[config.mk]
export PLATFORM = sky130hd
export DESIGN_NAME = lift_ctrl
export DESIGN_NICKNAME = d
export VERILOG_FILES = /design/src/rtl/lift_pkg.sv /design/src/rtl/lift_ctrl.sv
export SDC_FILE = /design/constraint.sdc
export NUM_CORES = 1
export LEC_CHECK = 0
export BUFFER_PORTS_ARGS = -buffer_cell sky130_fd_sc_hd__buf_2
export CAP_MARGIN = 20
export CORE_MARGIN = 5
export CORE_UTILIZATION = 40
export CTS_CLUSTER_SIZE = 24
export DETAILED_ROUTE_END_ITERATION = 12
export PLACE_DENSITY = 0.77
export SYNTH_ARGS = -nofsm -noshare
export SYNTH_HDL_FRONTEND = slang
export SYNTH_SLANG_ARGS = --single-unit
[constraint.sdc]
create_clock -name clk -period 1.7 [get_ports clk]
set_input_delay 0.34 -clock clk [delete_from_list [all_inputs] [get_ports clk]]
set_output_delay 0.34 -clock clk [all_outputs]
set_load 0.1 [all_outputs]
[src/rtl/lift_pkg.sv]
// lift_pkg: shared FSM states and lift_step flag encodings for lift_ctrl.
package lift_pkg;
  typedef enum logic [3:0] {IDLE, RD0, RD1, RD2, RD3, ISSUE, WAIT, WB, DONE} state_t;
  localparam logic [3:0] FLG_FWD_PRED = 4'd7;
  localparam logic [3:0] FLG_FWD_UPD = 4'd5;
  localparam logic [3:0] FLG_INV_PRED = 4'd6;
  localparam logic [3:0] FLG_INV_UPD = 4'd4;
  function automatic logic [3:0] lift_flags(input logic inv, input logic pred);
    return pred ? (inv ? FLG_INV_PRED : FLG_FWD_PRED) : (inv ? FLG_INV_UPD : FLG_FWD_UPD);
  endfunction
endpackage

[src/rtl/lift_ctrl.sv]
// lift_ctrl: sequences one row of lifting steps (predict odd / update even) through an external lift_step unit.
module lift_ctrl
  import lift_pkg::*;
#(
  parameter int N = 16,
  parameter int AW = 4
) (
  input  logic          clk,
  input  logic          rst,
  input  logic          start_i,
  input  logic          inv_i,
  output logic [AW-1:0] rd_addr_o,
  input  logic [15:0]   rd_data_i,
  output logic [AW-1:0] wr_addr_o,
  output logic [15:0]   wr_data_o,
  output logic          wr_en_o,
  output logic [14:0]   left_o,
  output logic [14:0]   sam_o,
  output logic [14:0]   right_o,
  output logic [3:0]    flgs_o,
  output logic          step_upd_o,
  input  logic [15:0]   step_res_i,
  input  logic          step_done_i,
  output logic          busy_o,
  output logic          done_o
);
  localparam logic [AW-1:0] K_LAST = AW'(N - 1);
  localparam logic [AW-1:0] K_PEN = AW'(N - 2);
  state_t state, nxt;
  logic [AW-1:0] k, a_left, a_right;
  logic pass, inv_q, pred, last, unused_msb;
  logic [15:0] res_q;
  assign unused_msb = rd_data_i[15];
  // pass 0 predicts for forward, updates for inverse
  assign pred = pass == inv_q;
  assign last = k >= K_PEN;
  // symmetric extension at both row ends
  assign a_left = k == '0 ? AW'(1) : k - AW'(1);
  assign a_right = k == K_LAST ? K_PEN : k + AW'(1);
  always_ff @(posedge clk) state <= rst ? IDLE : nxt;
  always_comb begin
    nxt = state;
    case (state)
      IDLE: nxt = start_i ? RD0 : IDLE;
      RD0: nxt = RD1;
      RD1: nxt = RD2;
      RD2: nxt = RD3;
      RD3: nxt = ISSUE;
      ISSUE: nxt = WAIT;
      WAIT: nxt = step_done_i ? WB : WAIT;
      WB: nxt = last && pass ? DONE : RD0;
      default: nxt = IDLE;
    endcase
  end
  always_ff @(posedge clk) begin
    if (rst) begin
      k <= '0;
      pass <= 1'b0;
      inv_q <= 1'b0;
      left_o <= '0;
      sam_o <= '0;
      right_o <= '0;
      res_q <= '0;
    end else begin
      case (state)
        IDLE: if (start_i) begin
          inv_q <= inv_i;
          pass <= 1'b0;
          k <= inv_i ? '0 : AW'(1);
        end
        RD1: left_o <= rd_data_i[14:0];
        RD2: sam_o <= rd_data_i[14:0];
        RD3: right_o <= rd_data_i[14:0];
        WAIT: if (step_done_i) res_q <= step_res_i;
        WB: if (!last) k <= k + AW'(2);
          else if (!pass) begin
            pass <= 1'b1;
            k <= inv_q ? AW'(1) : '0;
          end
        default: ;
      endcase
    end
  end
  assign busy_o = state != IDLE;
  assign done_o = state == DONE;
  assign step_upd_o = state == ISSUE;
  assign wr_en_o = state == WB;
  assign wr_addr_o = wr_en_o ? k : '0;
  assign wr_data_o = res_q;
  assign flgs_o = busy_o ? lift_flags(inv_q, pred) : '0;
  assign rd_addr_o = state == RD0 ? a_left : state == RD1 ? k : state == RD2 ? a_right : '0;
endmodule

[Word level (Yosys, flattened, before mapping)]
Cells that the tools add are included.
Storage, ports and cells
  register bits after elaboration: 71
  latch bits: 0
  RAM bits: 0
  ROM bits: 0
  input port bits: 37
  output and inout bits: 77
  word-level logic and storage cells: 57
  memories kept: 0
Operators by class
  add/subtract/negate cells: 3
  multiply operators: 0
  div/mod/pow operators: 0
  $lt $le $gt $ge: 1
  equal/unequal tests: 13
  shift-type cells: 0
  mux-type cells: 23
  bitwise operators: 0
  reduce and logical (&&, ||, !) cells: 9
Operators with widths (count)
  $mux 4: 10
  $pmux 4 s8: 1
  $eq 4x3->1 const B: 4
  $eq 4x2->1 const B: 2
  $eq 4x4->1 const B: 2
  $logic_not 4->1: 2
  $mux 1: 8
  $pmux 4 s2: 1
  $reduce_and 3->1: 2
  $add 4x1->4 const B: 1
  $add 4x2->4 const B: 1
  $eq 4x1->1 const B: 1
  $ge 4x4->1 const B: 1
  $reduce_and 2->1: 2
  $reduce_bool 4->1: 1
  $sub 4x1->4 const B: 1
  $mux 3: 1
  $ne 3x3->1 const B: 1
  $mux 2: 1
  $ne 2x1->1 const B: 1
  $ne 2x2->1 const B: 1
  $pmux 1 s2: 1
  $reduce_bool 2->1: 1
  $eq 1x1->1: 1
  $logic_and 1x1->1: 1

[Depth between registers and ports, before layout]
  depth in word-level cells: 5
  depth in mapped cells: 8
  gate-level depth less buffers: 6

[Least setup slack after synthesis]
Ideal clock, no wire load.
  path kind: flip-flop to output port
  from: register state[1]
  to: output done_o
  data arrival time: 3.685 ns
  required time: 1.360 ns
  path slack: -2.325 ns
  cell stages (with the launch flop): 3
  buffers on the path: 1
  cells stage by stage: dfxtp_1 > buf_4 > nor4b_1
On the way
  cells in the longest elaborated chain, start to end: 1
Ends and longest elaborated chain
  start: declaration: line lift_ctrl.sv:29  | state_t state, nxt;
  start signal: assignment: line lift_ctrl.sv:40  | always_ff @(posedge clk) state <= rst ? IDLE : nxt;
  $eq 4x4->1: line lift_ctrl.sv:85  | assign done_o = state == DONE;
  end: declaration: line lift_ctrl.sv:25  | output logic done_o
No other way between the ends.

[Worst setup path after layout]
  from: register k[1]
  to: output rd_addr_o[3]
On the way
  cells in the longest elaborated chain, start to end: 5
  elaborated cells between the ends (all ways): 9
  classes of those cells: add/sub: 2; eq/ne: 1; mux: 5; reduce/logical: 1
Ends and longest elaborated chain
  start: declaration: line lift_ctrl.sv:30  | logic [AW-1:0] k, a_left, a_right;
  start signal: assignment: line lift_ctrl.sv:69  | k <= inv_i ? '0 : AW'(1);
  start signal: assignment: line lift_ctrl.sv:75  | WB: if (!last) k <= k + AW'(2);
  start signal: assignment: line lift_ctrl.sv:78  | k <= inv_q ? AW'(1) : '0;
  $add 4x1->4 or $eq 4x4->1 (tied branches): line lift_ctrl.sv:39  | assign a_right = k == K_LAST ? K_PEN : k + AW'(1);
  $mux 4: line lift_ctrl.sv:39
  $mux 4 (2 in series): line lift_ctrl.sv:91  | assign rd_addr_o = state == RD0 ? a_left : state == RD1 ? k : state == RD2 ? a_right : '0;
  $mux 4 (*): line lift_ctrl.sv:91
  end: declaration: line lift_ctrl.sv:12  | output logic [AW-1:0] rd_addr_o,
Every way passes the cells marked *; elsewhere a longest branch is shown, timed or not.

==> results by group <==
Critical path
  • Crit-path cells: inv_6, ha_1, a21boi_2, nor4b_2, o21ai_1, o221ai_4, buf_12
  • Worst EP required: 1360 ps
  • Worst setup SP type: flip-flop
  • WS Path Type: reg2out
  • CP Buf/Inv Count: 2
  • Worst path depth: 7
  • Critical Path Max Stage Delay: 380 ps
  • CP arrival: 1880 ps
  • Delay-heaviest family, CP: compound AO/OA/AOI/OAI gates
  • FF-to-FF path depth: 9
  • Critical path's slowest cell: dfxtp_4
  • CP max FO: 4
  • Crit. End Element: primary output
  • R2R Setup Slk: -80 ps

Power
  • LEAKAGE: 2.03 nW
  • PnR Total Power: 0.00457 W
  • Clk pwr share: 0.278
  • Cell Pwr Density: 952 mW/mm^2
  • Part of the power in combinational logic: 0.335
  • Peak supply drop: 0.770 mV
  • Sequential share of power: 0.386
  • Net Sw Power: 0.00174 W
  • Sw Ratio: 0.380
  • Cell internal pwr: 0.00284 W

Global route
  • Met1 Track Usage GR: 0.237
  • Total GRT Usage: 0.198
  • Busiest layer in global routing: met2
  • Met3 Usage GRT: 0.0619
  • Antenna violations before repair: 0
  • First-pass GRT wire length: 15.4 mm
  • Largest net degree at the start of global routing: 29
  • M2 GR Usage: 0.336
  • Vias in the first global route: 3205
  • GRT Residual Overflow: 0

Route
  • Vias per cell: 5.03
  • DR WL/cell: 15.0 microns
  • Iter 0 DRT Violations: 185
  • 1st-pass router iterations: 5
  • Final ANT Viol Nets: 0
  • Via count: 3151
  • Drt total wl: 9.43 mm
  • DRC: 0

Place
  • Dpl cell area: 0.00436 sq mm
  • Placer Congestion: 0.826
  • # port buffers: 111
  • Post-detail-place hpwl: 6.70 mm

Floorplanning
  • Die width: 96.9 microns
  • Die Y: 96.9 microns
  • Core Area: 0.00729 sq mm
  • I/O pins: 114
  • Initial Utilization: 0.414
  • Die area: 0.00939 sq mm
  • Rows: 31

Clocking
  • Num Clock Sinks: 71
  • CTS tree: built
  • Skew-Pair Late Insertion Delay: 340 ps
  • Clock Pin Slew Worst Setup and Hold Paths: 80 ps
  • Deepest clock path buffer count: 2
  • Inserted Clock Buffers: 9
  • CTS Root Cell: clkbuf_8
  • Hold Buf Count CTS: 0
  • Htree depth: 3

Cells and area
  • Most frequent cells in the layout: nand2_1, buf_2, a21oi_1
  • ANT cells: 0
  • P&R area growth vs syn: 59.1%
  • Post-layout util: 0.659
  • Layout cell share with drive strength beyond 1: 0.434
  • Fin nets: 566
  • Commonest non-fill, non-tap cell in the layout: nand2_1
  • Fill count: 628
  • Final instance area: 0.00480 sq mm

Timing
  • Fmax achieved: 451 MHz
  • Fin Clk Skew: 8.16 ps
  • Period utilization: 1.30
  • Max-slew violations: 0
  • Final setup viols: 17
  • Final hold vios: 0
  • Tmin final: 2220 ps
  • Slew of the pin with the lowest slew margin: 555 ps
  • Worst Slack Setup Final: -517 ps
  • Relative slew slack: 0.630
  • Setup repair after global routing missed its margin: yes

Min path
  • Worst min path class: in2reg
  • Hold Crit Depth: 3

Run status
  • Failing checks: negative setup slack
  • Status: complete, but fails checks

Synth
  • Part of the Yosys area used for sequential elements: 0.471
  • Synthesized area: 0.00302 sq mm
  • Syn nets: 420
  • Yosys reg bits: 71
  • Avg Inst Size Synth: 8.01 sq um
  • Post-synth EDFFs: 0
  • Main synth FF type: dfxtp_1
  • Yosys warns: 0
  • Ys async rst share: 0
  • Cells after synthesis: 377
  • Cell variety after synth: 42

Flow run
  • Max-cap violation count: 0
[through the flow]
stage,setup slack [ps],setup TNS [ps],cells,hold WS [ps]
5_1_grt,-584,-4830,627,219
3_3_place_gp,-176,-549,600,439
3_5_place_dp,-219,-723,600,445
2_1_floorplan,-438,-2360,377,476
4_1_cts,-504,-3740,625,218
6_report,-517,-3590,627,237
[tightest hold or removal path, delay by kind of cell]
family / cells / cell delay [ps]
buf+inv: 1 / 100
compound gates: 1 / 50
simple gates: 1 / 40
[final cells by class]
type | count | area (sq um) | share of cell area
multi-input combinational | 272 | 1720 | 0.357
sequential | 71 | 1450 | 0.301
timing repair buffer | 163 | 1290 | 0.269
clock buffer | 11 | 151 | 0.0315
tap | 99 | 124 | 0.0258
clock inverter | 5 | 38.8 | 0.00807
inverter | 6 | 35.0 | 0.00729
[cell families (layout without fill, tap and decap cells)]
logic type | Yosys count | in the layout | synth area share
xor+xnor | 2 | 2 | 0.00580
buf+inv | 34 | 185 | 0.0626
fa+ha+maj | 6 | 6 | 0.0249
compound gates | 88 | 88 | 0.163
simple gates | 174 | 174 | 0.268
mux | 1 | 1 | 0.00332
other cells | 1 | 1 | 0.00124
flops | 71 | 71 | 0.471
[flip-flops by register name (all words and copies together) (netlist names)]
name and cells:
inv_q 1, k 4, left_o 15, pass 1
right_o 15, sam_o 15, state 4, wr_data_o 16
[layer usage]
metal | share of wire | wire length, microns | vias up
li1 | - | - | 1551
met4 | 0.014 | 132 | 0
met1 | 0.41 | 3910 | 1474
met3 | 0.075 | 705 | 12
met2 | 0.50 | 4690 | 114
met5 | 0 | 0 | -
[final timing paths]
check / end / start
setup reg to reg: k[3] / state[3]
setup / recovery: rd_addr_o[3] / k[1]
hold reg to reg: left_o[2] / left_o[2]
hold / removal: wr_data_o[3] / step_res_i[3]
[power by group through the flow]
stage	sequential [W]	clock (W)	combinational [W]
6_report	0.00177	0.00127	0.00153
5_1_grt	0.00177	0.00139	0.00160
3_3_place_gp	0.00182	0	0.00137
4_1_cts	0.00177	0.00132	0.00149
2_1_floorplan	0.00214	0	0.000682
3_5_place_dp	0.00182	0	0.00139
[timing repair]
action,CTS,global route
pin swaps,14,8
gates resized for setup,30,17
gates cloned,0,1
buffers inserted,10,2
setup endpoints to repair,16,34
[Yosys cell counts (2+ instances only)]
cell type,count,area (sq um)
nand2_1,133,499
dfxtp_1,71,1420
a21oi_1,66,330
clkbuf_1,9,33.8
nor3_1,9,45.0
buf_4,8,60.1
buf_2,7,35.0
nor2_1,7,26.3
ha_1,6,75.1
inv_1,6,22.5
a31oi_1,4,25.0
a211oi_1,3,22.5
buf_6,3,33.8
nor3_4,3,48.8
nor3b_1,3,22.5
o21ai_0,3,15.0
o221ai_1,3,26.3
a21boi_0,2,15.0
a221oi_1,2,17.5
a22oi_1,2,15.0
and3_1,2,12.5
nand2b_1,2,12.5
nand3_1,2,10.0
nor4b_1,2,17.5
xor2_1,2,17.5
(Power assumes the default switching activity.)
